File: src/rtl/i2c_multi_periph.sv
// Oversampled I2C target answering NUM_DEV consecutive 7-bit addresses, each backed by a DEPTH-byte bank.
// Writes set a per-device register pointer and then stream auto-incrementing data; reads stream from that pointer.
module i2c_multi_periph #(
  parameter logic [6:0] BASE_ADDR   = 7'h2A,
  parameter int         NUM_DEV     = 2,
  parameter int         DEPTH       = 16,
  parameter int         SYNC_STAGES = 2,
  localparam int        PTR_W       = $clog2(DEPTH)
) (
  input  logic             clk,
  input  logic             reset,
  input  logic             scl_in,
  input  logic             sda_in,
  output logic             sda_oe,
  output logic             busy,
  output logic             wr_valid,
  output logic [2:0]       wr_dev,
  output logic [PTR_W-1:0] wr_ptr,
  output logic [7:0]       wr_data,
  input  logic [2:0]       host_dev,
  input  logic [PTR_W-1:0] host_ptr,
  output logic [7:0]       host_rdata,
  output logic [3:0]       state_dbg
);
  localparam int         DEV_IW = (NUM_DEV > 1) ? $clog2(NUM_DEV) : 1;
  localparam int         DEVS   = 1 << DEV_IW;
  localparam logic [7:0] BASE8  = {1'b0, BASE_ADDR};
  localparam logic [7:0] NDEV8  = 8'(NUM_DEV);
  localparam logic [3:0] NDEV4  = 4'(NUM_DEV);

  typedef enum logic [3:0] {
    S_IDLE, S_ADDR, S_ADDR_ACK, S_WR_PTR, S_WR_DATA, S_WR_ACK, S_RD_DATA, S_RD_ACK, S_IGNORE
  } state_e;

  state_e state_q, state_d;

  logic [SYNC_STAGES-1:0] scl_sync_q, sda_sync_q;
  logic                   scl_prev_q, sda_prev_q;
  logic [3:0]             cnt_q, cnt_d;
  logic [7:0]             sh_q, sh_d, tx_q, tx_d;
  logic [DEV_IW-1:0]      dev_q, dev_d;
  logic                   rw_q, rw_d, ack_q, ack_d;
  logic                   sda_oe_q, sda_oe_d, busy_q, busy_d;
  logic                   wr_valid_q;
  logic [2:0]             wr_dev_q;
  logic [PTR_W-1:0]       wr_ptr_q;
  logic [7:0]             wr_data_q, host_rdata_q;
  logic [PTR_W-1:0]       ptr_q [DEVS];
  logic [7:0]             mem_q [DEVS][DEPTH];

  logic             scl_s, sda_s, scl_rise, scl_fall, start_ev, stop_ev;
  logic [7:0]       sh_next, addr_off;
  logic             addr_hit, byte_done, ptr_load, data_wr, rd_done, host_ok;
  logic [PTR_W-1:0] cur_ptr;

  assign scl_s    = scl_sync_q[SYNC_STAGES-1];
  assign sda_s    = sda_sync_q[SYNC_STAGES-1];
  assign scl_rise = scl_s & ~scl_prev_q;
  assign scl_fall = ~scl_s & scl_prev_q;
  assign start_ev = scl_s & scl_prev_q & sda_prev_q & ~sda_s;
  assign stop_ev  = scl_s & scl_prev_q & ~sda_prev_q & sda_s;

  assign sh_next   = {sh_q[6:0], sda_s};
  assign addr_off  = {1'b0, sh_q[7:1]} - BASE8;
  assign addr_hit  = ({1'b0, sh_q[7:1]} >= BASE8) && (addr_off < NDEV8);
  assign byte_done = scl_rise && (cnt_q == 4'd7);
  assign cur_ptr   = ptr_q[dev_q];
  assign ptr_load  = (state_q == S_WR_PTR) && byte_done;
  assign data_wr   = (state_q == S_WR_DATA) && byte_done;
  assign rd_done   = (state_q == S_RD_DATA) && scl_fall && (cnt_q == 4'd8);
  assign host_ok   = ({1'b0, host_dev} < NDEV4);

  always_ff @(posedge clk) begin
    if (reset) state_q <= S_IDLE;
    else       state_q <= state_d;
  end

  // START/STOP override everything; every other move happens on an SCL fall so SDA only changes while SCL is low.
  always_comb begin
    state_d = state_q;
    if (start_ev) begin
      state_d = S_ADDR;
    end else if (stop_ev) begin
      state_d = S_IDLE;
    end else if (scl_fall) begin
      case (state_q)
        S_ADDR:              if (cnt_q == 4'd8) state_d = addr_hit ? S_ADDR_ACK : S_IGNORE;
        S_ADDR_ACK:          state_d = rw_q ? S_RD_DATA : S_WR_PTR;
        S_WR_PTR, S_WR_DATA: if (cnt_q == 4'd8) state_d = S_WR_ACK;
        S_WR_ACK:            state_d = S_WR_DATA;
        S_RD_DATA:           if (cnt_q == 4'd8) state_d = S_RD_ACK;
        S_RD_ACK:            state_d = ack_q ? S_IGNORE : S_RD_DATA;
        default:             state_d = state_q;
      endcase
    end
  end

  always_comb begin
    cnt_d = cnt_q;
    sh_d  = sh_q;
    tx_d  = tx_q;
    dev_d = dev_q;
    rw_d  = rw_q;
    ack_d = ack_q;
    if (start_ev || (state_d != state_q)) cnt_d = '0;
    else if (scl_rise && (cnt_q != 4'd8)) cnt_d = cnt_q + 4'd1;
    if (scl_rise) sh_d = sh_next;
    if ((state_q == S_ADDR) && scl_fall && (cnt_q == 4'd8) && addr_hit) begin
      dev_d = addr_off[DEV_IW-1:0];
      rw_d  = sh_q[0];
    end
    if ((state_d == S_RD_DATA) && (state_q != S_RD_DATA)) tx_d = mem_q[dev_q][cur_ptr];
    else if ((state_q == S_RD_DATA) && scl_fall && (cnt_q != 4'd8)) tx_d = {tx_q[6:0], 1'b1};
    if ((state_q == S_RD_ACK) && scl_rise) ack_d = sda_s;
  end

  // Pad outputs are decoded from the next state so they register alongside the state itself.
  always_comb begin
    case (state_d)
      S_ADDR_ACK, S_WR_ACK: sda_oe_d = 1'b1;
      S_RD_DATA:            sda_oe_d = ~tx_d[7];
      default:              sda_oe_d = 1'b0;
    endcase
    busy_d = busy_q;
    if (start_ev || stop_ev)       busy_d = 1'b0;
    else if (state_d == S_ADDR_ACK) busy_d = 1'b1;
  end

  always_ff @(posedge clk) begin
    if (reset) begin
      scl_sync_q   <= '1;
      sda_sync_q   <= '1;
      scl_prev_q   <= 1'b1;
      sda_prev_q   <= 1'b1;
      cnt_q        <= '0;
      sh_q         <= '0;
      tx_q         <= '0;
      dev_q        <= '0;
      rw_q         <= 1'b0;
      ack_q        <= 1'b1;
      sda_oe_q     <= 1'b0;
      busy_q       <= 1'b0;
      wr_valid_q   <= 1'b0;
      wr_dev_q     <= '0;
      wr_ptr_q     <= '0;
      wr_data_q    <= '0;
      host_rdata_q <= '0;
      for (int d = 0; d < DEVS; d++) begin
        ptr_q[d] <= '0;
        for (int i = 0; i < DEPTH; i++) mem_q[d][i] <= '0;
      end
    end else begin
      scl_sync_q <= {scl_sync_q[SYNC_STAGES-2:0], scl_in};
      sda_sync_q <= {sda_sync_q[SYNC_STAGES-2:0], sda_in};
      scl_prev_q <= scl_s;
      sda_prev_q <= sda_s;
      cnt_q      <= cnt_d;
      sh_q       <= sh_d;
      tx_q       <= tx_d;
      dev_q      <= dev_d;
      rw_q       <= rw_d;
      ack_q      <= ack_d;
      sda_oe_q   <= sda_oe_d;
      busy_q     <= busy_d;
      if (ptr_load)               ptr_q[dev_q] <= sh_next[PTR_W-1:0];
      else if (data_wr || rd_done) ptr_q[dev_q] <= cur_ptr + 1'b1;
      if (data_wr) mem_q[dev_q][cur_ptr] <= sh_next;
      // wr_valid is a one-cycle strobe with no back-pressure; wr_dev/wr_ptr/wr_data hold between strobes.
      wr_valid_q <= data_wr;
      if (data_wr) begin
        wr_dev_q  <= 3'(dev_q);
        wr_ptr_q  <= cur_ptr;
        wr_data_q <= sh_next;
      end
      host_rdata_q <= host_ok ? mem_q[host_dev[DEV_IW-1:0]][host_ptr] : 8'h00;
    end
  end

  assign sda_oe     = sda_oe_q;
  assign busy       = busy_q;
  assign wr_valid   = wr_valid_q;
  assign wr_dev     = wr_dev_q;
  assign wr_ptr     = wr_ptr_q;
  assign wr_data    = wr_data_q;
  assign host_rdata = host_rdata_q;
  assign state_dbg  = state_q;
endmodule

File: config.mk
export PLATFORM = sky130hd
export DESIGN_NAME = i2c_multi_periph
export DESIGN_NICKNAME = d
export VERILOG_FILES = /design/src/rtl/i2c_multi_periph.sv
export SDC_FILE = /design/constraint.sdc
export NUM_CORES = 1
export LEC_CHECK = 0
export CAP_MARGIN = 10
export CORE_ASPECT_RATIO = 0.6
export CORE_MARGIN = 8
export CORE_UTILIZATION = 50
export DETAILED_ROUTE_END_ITERATION = 10
export GPL_TIMING_DRIVEN = 0
export PLACE_DENSITY = 0.67
export SETUP_SLACK_MARGIN = 0.3
export SLEW_MARGIN = 30
export SYNTH_ARGS = -nofsm -noshare
export SYNTH_HDL_FRONTEND = slang
export SYNTH_SLANG_ARGS = --single-unit
File: constraint.sdc
create_clock -name clk -period 3.45 [get_ports clk]
set_input_delay 0.345 -clock clk [delete_from_list [all_inputs] [get_ports clk]]
set_output_delay 0.345 -clock clk [all_outputs]
set_load 0.05 [all_outputs]
=== Word level (Yosys, flattened, before mapping) ===
Memory sizes are Yosys's and may differ from the RTL's. A register that Yosys moved wholly into a read port is not among the register bits.
Cells that the tools add are included.

* Register bits after elaboration: 57
* Bits of input ports: 11
* RAM bits: 264
* Word-level logic and storage cells: 130
* Memories: 2
* Output and inout port bits: 30

{| class="wikitable"
|+ Memory list
! memory !! depth !! width !! read ports !! clocked after Yosys merged registers in !! write ports !! line !! RTL
|-
| mem_q || 2 || 128 || 2 || 1 || 2 || 49 || <nowiki>logic [7:0] mem_q [DEVS][DEPTH];</nowiki>
|-
| ptr_q || 2 || 4 || 1 || 1 || 2 || 48 || <nowiki>logic [PTR_W-1:0] ptr_q [DEVS];</nowiki>
|}

* $add $sub $neg: 3
* Reductions and logical operators: 25
* Order comparisons: 6
* Multiplexer cells: 44
* Equality and inequality tests: 15
* Bitwise logic cells: 16

{| class="wikitable"
|+ Operator list
! kind !! number
|-
| $mux 128 || 3
|-
| $reduce_or 128->1 || 1
|-
| $bmux 8 s4 || 2
|-
| $mux 8 || 7
|-
| $mux 4 || 10
|-
| $demux 8 s4 || 1
|-
| $eq 4x3->1 const B || 7
|-
| $pmux 4 s6 || 1
|-
| $mux 1 || 18
|-
| $logic_and 1x1->1 || 14
|-
| $eq 4x2->1 const B || 3
|-
| $ge 5x5->1 const B || 2
|-
| $not 4->5 || 2
|-
| $reduce_or 2->1 || 5
|-
| $add 4x1->4 const B || 2
|-
| $lt 8x2->1 const B || 1
|-
| $sub 7x6->8 const B || 1
|-
| $and 1x1->1 || 7
|-
| $ge 7x6->1 const B || 1
|-
| $not 1->1 || 6
|-
| $lt 5x1->1 const B || 1
|-
| $eq 4x1->1 const B || 1
|-
| $eq 4x4->1 const B || 1
|-
| $ne 4x3->1 const B || 1
|-
| other kinds (9) || 11
|}

=== Longest topological paths before layout ===
Gate-level depths: netlist of run 1.

* Depth after elaboration: 14
* Gate-level depth with buffers: 11
* Mapped depth without buffers: 9

=== Worst setup path after synthesis of run 1 ===
OpenSTA, ideal clock, no wires.

* Kind: register to register
* Start point: mem ptr_q[1][0] in the netlist's numbering
* End point: mem mem_q[1][72] in the netlist's numbering (enable)
* Slack: 22 ps
* Data required time: 3075 ps
* Arrival time: 3053 ps
* Setup time: 375 ps
* Path buffers: 5
* Cell stages (with the launch flop): 12
* Path through: edfxtp_1 > buf_2 > mux2i_1 > clkbuf_1 > inv_1 > ha_1 > or4_1 > clkbuf_1 > and2_1 > clkbuf_1 > buf_2 > a21oi_1

{| class="wikitable"
|+ RTL lines
! item !! line
|-
| from (decl) || 48
|-
| to (decl) || 49
|}

==> results of run 1 <==
[cell families (layout without fill, tap and decap cells)]
group / count (synthesis) / count (layout) / synth area share (%)
simple gates: 377 / 377 / 13.8
xor+xnor: 6 / 6 / 0.323
fa+ha+maj: 7 / 7 / 0.538
compound gates: 113 / 113 / 4.65
buf+inv: 100 / 233 / 2.60
flops: 322 / 322 / 55.9
other cells: 1 / 3 / 0.0231
mux: 193 / 193 / 22.2
[critical path: stages, from the launching register on]
cell,delay (ps)
dfxtp_1,340
buf_6,160
buf_2,320
buf_4,310
buf_4,360
buf_6,290
mux2i_1,320
o22ai_1,370
o21a_1,350
a221o_1,260
[sequential cells by signal, indices dropped and copies added, names as in the netlist, named ones only]
signal	flops
wr_data	8
ptr_q	8
sda_oe	1
sh_q	8
mem_q	256
rw_q	1
sda_prev_q	1
cnt_q	4
ack_q	1
scl_prev_q	1
tx_q	8
wr_dev	1
host_rdata	8
wr_ptr	4
state_dbg	4
scl_sync_q	2
sda_sync_q	2
wr_valid	1
dev_q	1
busy	1
[layout make-up]
cell class	count	area, sq um
antenna	1	2.50
buffer	89	537
clock buffer	39	816
clock inverter	18	170
fill	2425	13100
inverter	11	46.3
multi-input combinational	698	7130
sequential	322	9090
tap	424	531
timing repair buffer	76	805
[power by group]
| part | total, uW | switching [uW] | leakage [uW] | internal (uW) |
|---|---|---|---|---|
| Clock | 3440 | 1550 | 0.000476 | 1890 |
| Combinational | 856 | 509 | 0.00284 | 347 |
| Sequential | 4370 | 68.7 | 0.00319 | 4300 |
[worst paths after layout]
kind	from	end	depth (start not counted)
max	flop	tx_q[6]	9
max reg2reg	flop	tx_q[6]	9
min	scl_in	scl_sync_q[0]	2
min reg2reg	sda_sync_q[0]	sda_sync_q[1]	1
[synthesized netlist by cell type (all sizes together), types with 2 or more instances]
cell type  number  share of area, %
mux4          134                19
a211oi          9              0.42
and2          118               4.6
and4b           2              0.12
a22oi           4              0.18
ha              7              0.54
o22ai          14              0.54
o311ai          2              0.22
or2            26               1.0
o21ai           8              0.27
nand4b          2              0.11
or3             2              0.11
xnor2           5              0.27
nand4           2             0.077
mux2i          58               3.6
nand2          65               1.5
o21a            5              0.23
nor2b          12              0.46
nor2           43               1.1
and3            9              0.35
nor4           20               1.2
a2bb2oi         3              0.20
o31ai           2             0.092
clkbuf         53               1.2
buf            36               1.1
a21oi          47               1.5
nor3b           4              0.22
nand2b         12              0.46
a221o           5              0.31
a22o            2              0.11
or3b            4              0.23
edfxtp        264                49
nor3           38               1.3
o32ai           2              0.11
nand3b          4              0.18
a31oi           3              0.12
nand3           8              0.25
dfxtp          58               7.1
inv            11              0.25
[through the flow]
stage,hold WS (ps),worst slack (ps)
4_1_cts,319,301
2_1_floorplan,389,307
5_1_grt,323,273
3_5_place_dp,395,-1170
3_3_place_gp,396,-1130
6_report,321,228
[routing by layer]
layer	up-vias	GRT usage, %	share of wire (%)
li1	4571	-	-
met1	5811	41.1	39
met2	954	38.9	38
met3	133	18.5	19
met4	4	6.54	2.6
met5	-	3.49	0.34
[timing repair]
action	CTS	global route
setup endpoints to repair	460	311
buffers inserted	22	18
pin swaps	17	8
gates resized for setup	61	34
hold buffers	0	0
gates cloned	0	0
==> insert_results.sql, run 1 <==
INSERT INTO impl_metrics (metric_group, metric, value, unit) VALUES
('finish', 'fin_area', '0.0191', 'sq mm'),
('floorplanning', 'fp.dieArea', '0.0387', 'sq mm'),
('yosys', 'fraction_of_the_yosys_area_taken_by_sequential_cells', '55.9', '%'),
('sta', 'slew_headroom', '19.6', '%'),
('yosys', 'yosys.cell_types.count', '76', ''),
('yosys', 'synth_area', '0.0163', 'sq mm'),
('floorplanning', 'placement_rows', '51', ''),
('critical_path', 'timing.critical_path.to_type', 'flop', ''),
('critical_path', 'start_kind', 'flop', ''),
('yosys', 'syn_area_per_cell', '14.5', 'sq um'),
('grt', 'grt_max_degree', '17', ''),
('power_and_ir_drop', 'power-per-cell-area', '453', 'mW/mm^2'),
('sta', 'setup-tns-final', '0', 'ps'),
('floorplanning', 'die_w', '249', 'um'),
('yosys', 'ys_ff_latch', '322', ''),
('critical_path', 'crit_required', '3930', 'ps'),
('clock_tree', 'worstSkewPairLatency', '600', 'ps'),
('critical_path', 'cp_max_fo', '10', ''),
('floorplanning', 'effective_utilization_at_floorplan', '50.5', '%'),
('yosys', 'synth_enable_flop_cells', '264', ''),
('placement', 'detailedPlacementHpwl', '41200', 'um'),
('routing', 'dr_total_vias', '11500', ''),
('grt', 'antenna_found_initial', '4', ''),
('finish', 'final_core_utilization', '59.4', '%'),
('yosys', 'synth-async-reset-ratio', '0', '%'),
('floorplanning', 'dieHeight', '156', 'um'),
('clock_tree', 'cts.htree.levels', '1', ''),
('clock_tree', 'tritoncts', 'built', ''),
('critical_path', 'arrival_time_worst_endpoint', '3700', 'ps'),
('finish', 'post_layout_nonfiller_instances', '1678', ''),
('finish', 'flow.area_growth_from_synthesis', '17.6', '%'),
('clock_tree', 'clkSinkCount', '322', ''),
('placement', 'routabilityCongestion', '1.00', ''),
('sta', 'finalHoldViolCount', '0', ''),
('routing', 'detail_route.vias_per_cell', '6.84', ''),
('routing', 'final_antenna_net_count', '0', ''),
('sta', 'final_period_minus_worst_setup_slack', '3220', 'ps'),
('routing', 'wire_per_inst', '35.0', 'um'),
('sta', 'grt_setup_unrepaired', 'yes', ''),
('clock_tree', 'ctsLongestPathBuffers', '3', ''),
('routing', 'iteration_count_of_the_initial_detailed_routing_pass', '5', ''),
('sta', 'tightest_slew', '1210', 'ps'),
('placement', 'dpl.cell_count', '1580', ''),
('sta', 'maxSlewViolCount', '0', ''),
('flow_run', 'max_cap_viol_count', '0', ''),
('yosys', 'yosys_warnings', '0', ''),
('floorplanning', 'ios', '41', ''),
('finish', 'num-nets-final', '1247', ''),
('power_and_ir_drop', 'post-layout-total-power', '8670', 'uW'),
('sta', 'worst_clock_skew', '21.9', 'ps'),
('clock_tree', 'cts-buffers-inserted', '31', ''),
('sta', 'setup-violations-final', '0', ''),
('finish', 'post_route_cells_drive_above_1_share', '29.4', '%'),
('floorplanning', 'core', '0.0322', 'sq mm'),
('critical_path', 'worstSetupPathType', 'reg -> reg', ''),
('grt', 'track_usage', '29.9', '%'),
('sta', 'fmaxAchievable', '310', 'MHz'),
('status', 'status', 'finished clean', ''),
('placement', 'port_buffers', '33', ''),
('min_path', 'timing.hold.worst.class', 'in -> reg', ''),
('yosys', 'ys.flop_type', 'edfxtp_1', ''),
('grt', 'via_count_of_the_first_global_routing_pass', '10800', ''),
('grt', 'grt_pass1_wl', '81700', 'um'),
('yosys', 'netlist_instances', '1119', ''),
('routing', 'drc', '0', ''),
('routing', 'drt_iter0_markers', '1784', ''),
('finish', 'final_common_cell', 'edfxtp_1', ''),
('power_and_ir_drop', 'ir_worst_vdd', '0.371', 'mV'),
('critical_path', 'worst-r2r-setup-slack', '230', 'ps'),
('sta', 'post-route-period-util', '93.4', '%'),
('clock_tree', 'cts_root_buffer', 'clkbuf_16', ''),
('placement', 'placedInstanceArea', '0.0173', 'sq mm'),
('power_and_ir_drop', 'power_leakage', '0.00651', 'uW'),
('grt', 'globalRoute.totalOverflow', '0', ''),
('routing', 'routed_wl', '58700', 'um'),
('finish', 'layout.cells.most_common_list', 'edfxtp_1 (264), mux4_2 (134), and2_1 (117)', ''),
('clock_tree', 'clkSlewWorstSetupHoldPaths', '60', 'ps');
Power figures use the tool's default switching activity.
==> inputs of run 2 (changes only) <==
--- a/config.mk
+++ b/config.mk
@@ -9,6 +9,7 @@
 export CORE_ASPECT_RATIO = 0.6
 export CORE_MARGIN = 8
 export CORE_UTILIZATION = 50
+export CTS_CLUSTER_SIZE = 28
 export DETAILED_ROUTE_END_ITERATION = 10
 export GPL_TIMING_DRIVEN = 0
 export PLACE_DENSITY = 0.67
==> results of run 2 <==
No change in the layout: final DEF, timing and power equal those of run 1.
==> patch (flow settings as in run 2) <==
Remove the register `host_rdata_q`: a continuous assignment takes its place, so the output `host_rdata` follows one clock earlier.
--- a/src/rtl/i2c_multi_periph.sv
+++ b/src/rtl/i2c_multi_periph.sv
@@ -146,3 +146,2 @@
       wr_data_q    <= '0;
-      host_rdata_q <= '0;
       for (int d = 0; d < DEVS; d++) begin
@@ -174,5 +173,6 @@
       end
-      host_rdata_q <= host_ok ? mem_q[host_dev[DEV_IW-1:0]][host_ptr] : 8'h00;
     end
   end
+
+  assign host_rdata_q = host_ok ? mem_q[host_dev[DEV_IW-1:0]][host_ptr] : 8'h00;
 
Behaviour: no difference found for any inputs over 4 cycles, from zero or initial values and one cycle with reset high; that may be too few to reach the edited logic, so the function may still have changed.
==> patch against run 2 <==
  * Wire length is 14% higher
  * Area after synthesis decreased by 1.3%
  * Total power fell by 2.3%
  * Final cell count increased by 8.2%
  * Largest cell class unchanged
  * Critical path type unchanged
  * Cell area shrank 0.41%
  * Sequential cell count is 8 lower
  * Largest power group unchanged
  * Worst setup slack got worse by 0.039 ns
==> patch: results <==
set metrics [dict create \
    vias 12929 \
    reg2reg_to "mem_q[1][86]" \
    dpl.cell_count 1708 \
    wl_um 67200 \
    crit_fanout 7 \
    synth_top_area_frac 0.494 \
    finalClockSkew_ns 0.0138 \
    post_cts_resized 139 \
    drive_above_1_share 0.257 \
    p_sw_uw 2160 \
    timing.hold.ws_ns 0.324 \
    synthTopCellsByCount "edfxtp_1 (264), nand2_1 (178), mux4_2 (109), nor2_1 (106), clkbuf_1 (61)" \
    grt_pass1_vias 11896 \
    status "complete, no violations" \
    met1_usage 0.500 \
    met3_length_um 12500 \
    ys_seq_area_frac 0.556 \
    hpwl_um 47700 \
    reg2reg_depth 15 \
    p_leak_uw 0.00656 \
    grt_usage 0.346 \
    netlist_top_cells_area "edfxtp_1 (49%), mux4_2 (15%), dfxtp_1 (6.2%)" \
    fin_crit_sh 0.945 \
    relSlewSlack 0.317 \
    use_met3 0.179 \
]
[patch: cell types whose count changed in the layout (fill, tap and decap cells not counted), moves of 15 or more]
cell,change
nor3_1,+27
a21oi_1,+18
a21oi_4,-15
mux4_2,-25
nor2_1,+71
or2_2,-15
a311o_1,+18
and3_1,+45
nand2_1,+105
and2_1,-108
mux2i_1,-16
[patch: final cells by class]
class                           instances  area [µm²]
Fill cell                            2510       12400
Sequential cell                       314        8930
Multi-Input combinational cell        821        6970
Timing Repair Buffer                   87         933
Clock buffer                           39         783
Buffer                                110         723
Tap cell                              416         520
Clock inverter                         14         128
Inverter                               11        53.8
Antenna cell                            3        7.51
[patch: kinds of logic after synthesis]
logic type	share of synthesized area
other cells	0.000234
buf+inv	0.0324
mux	0.185
flops	0.556
simple gates	0.142
compound gates	0.0766
xor+xnor	0.00273
fa+ha+maj	0.00546
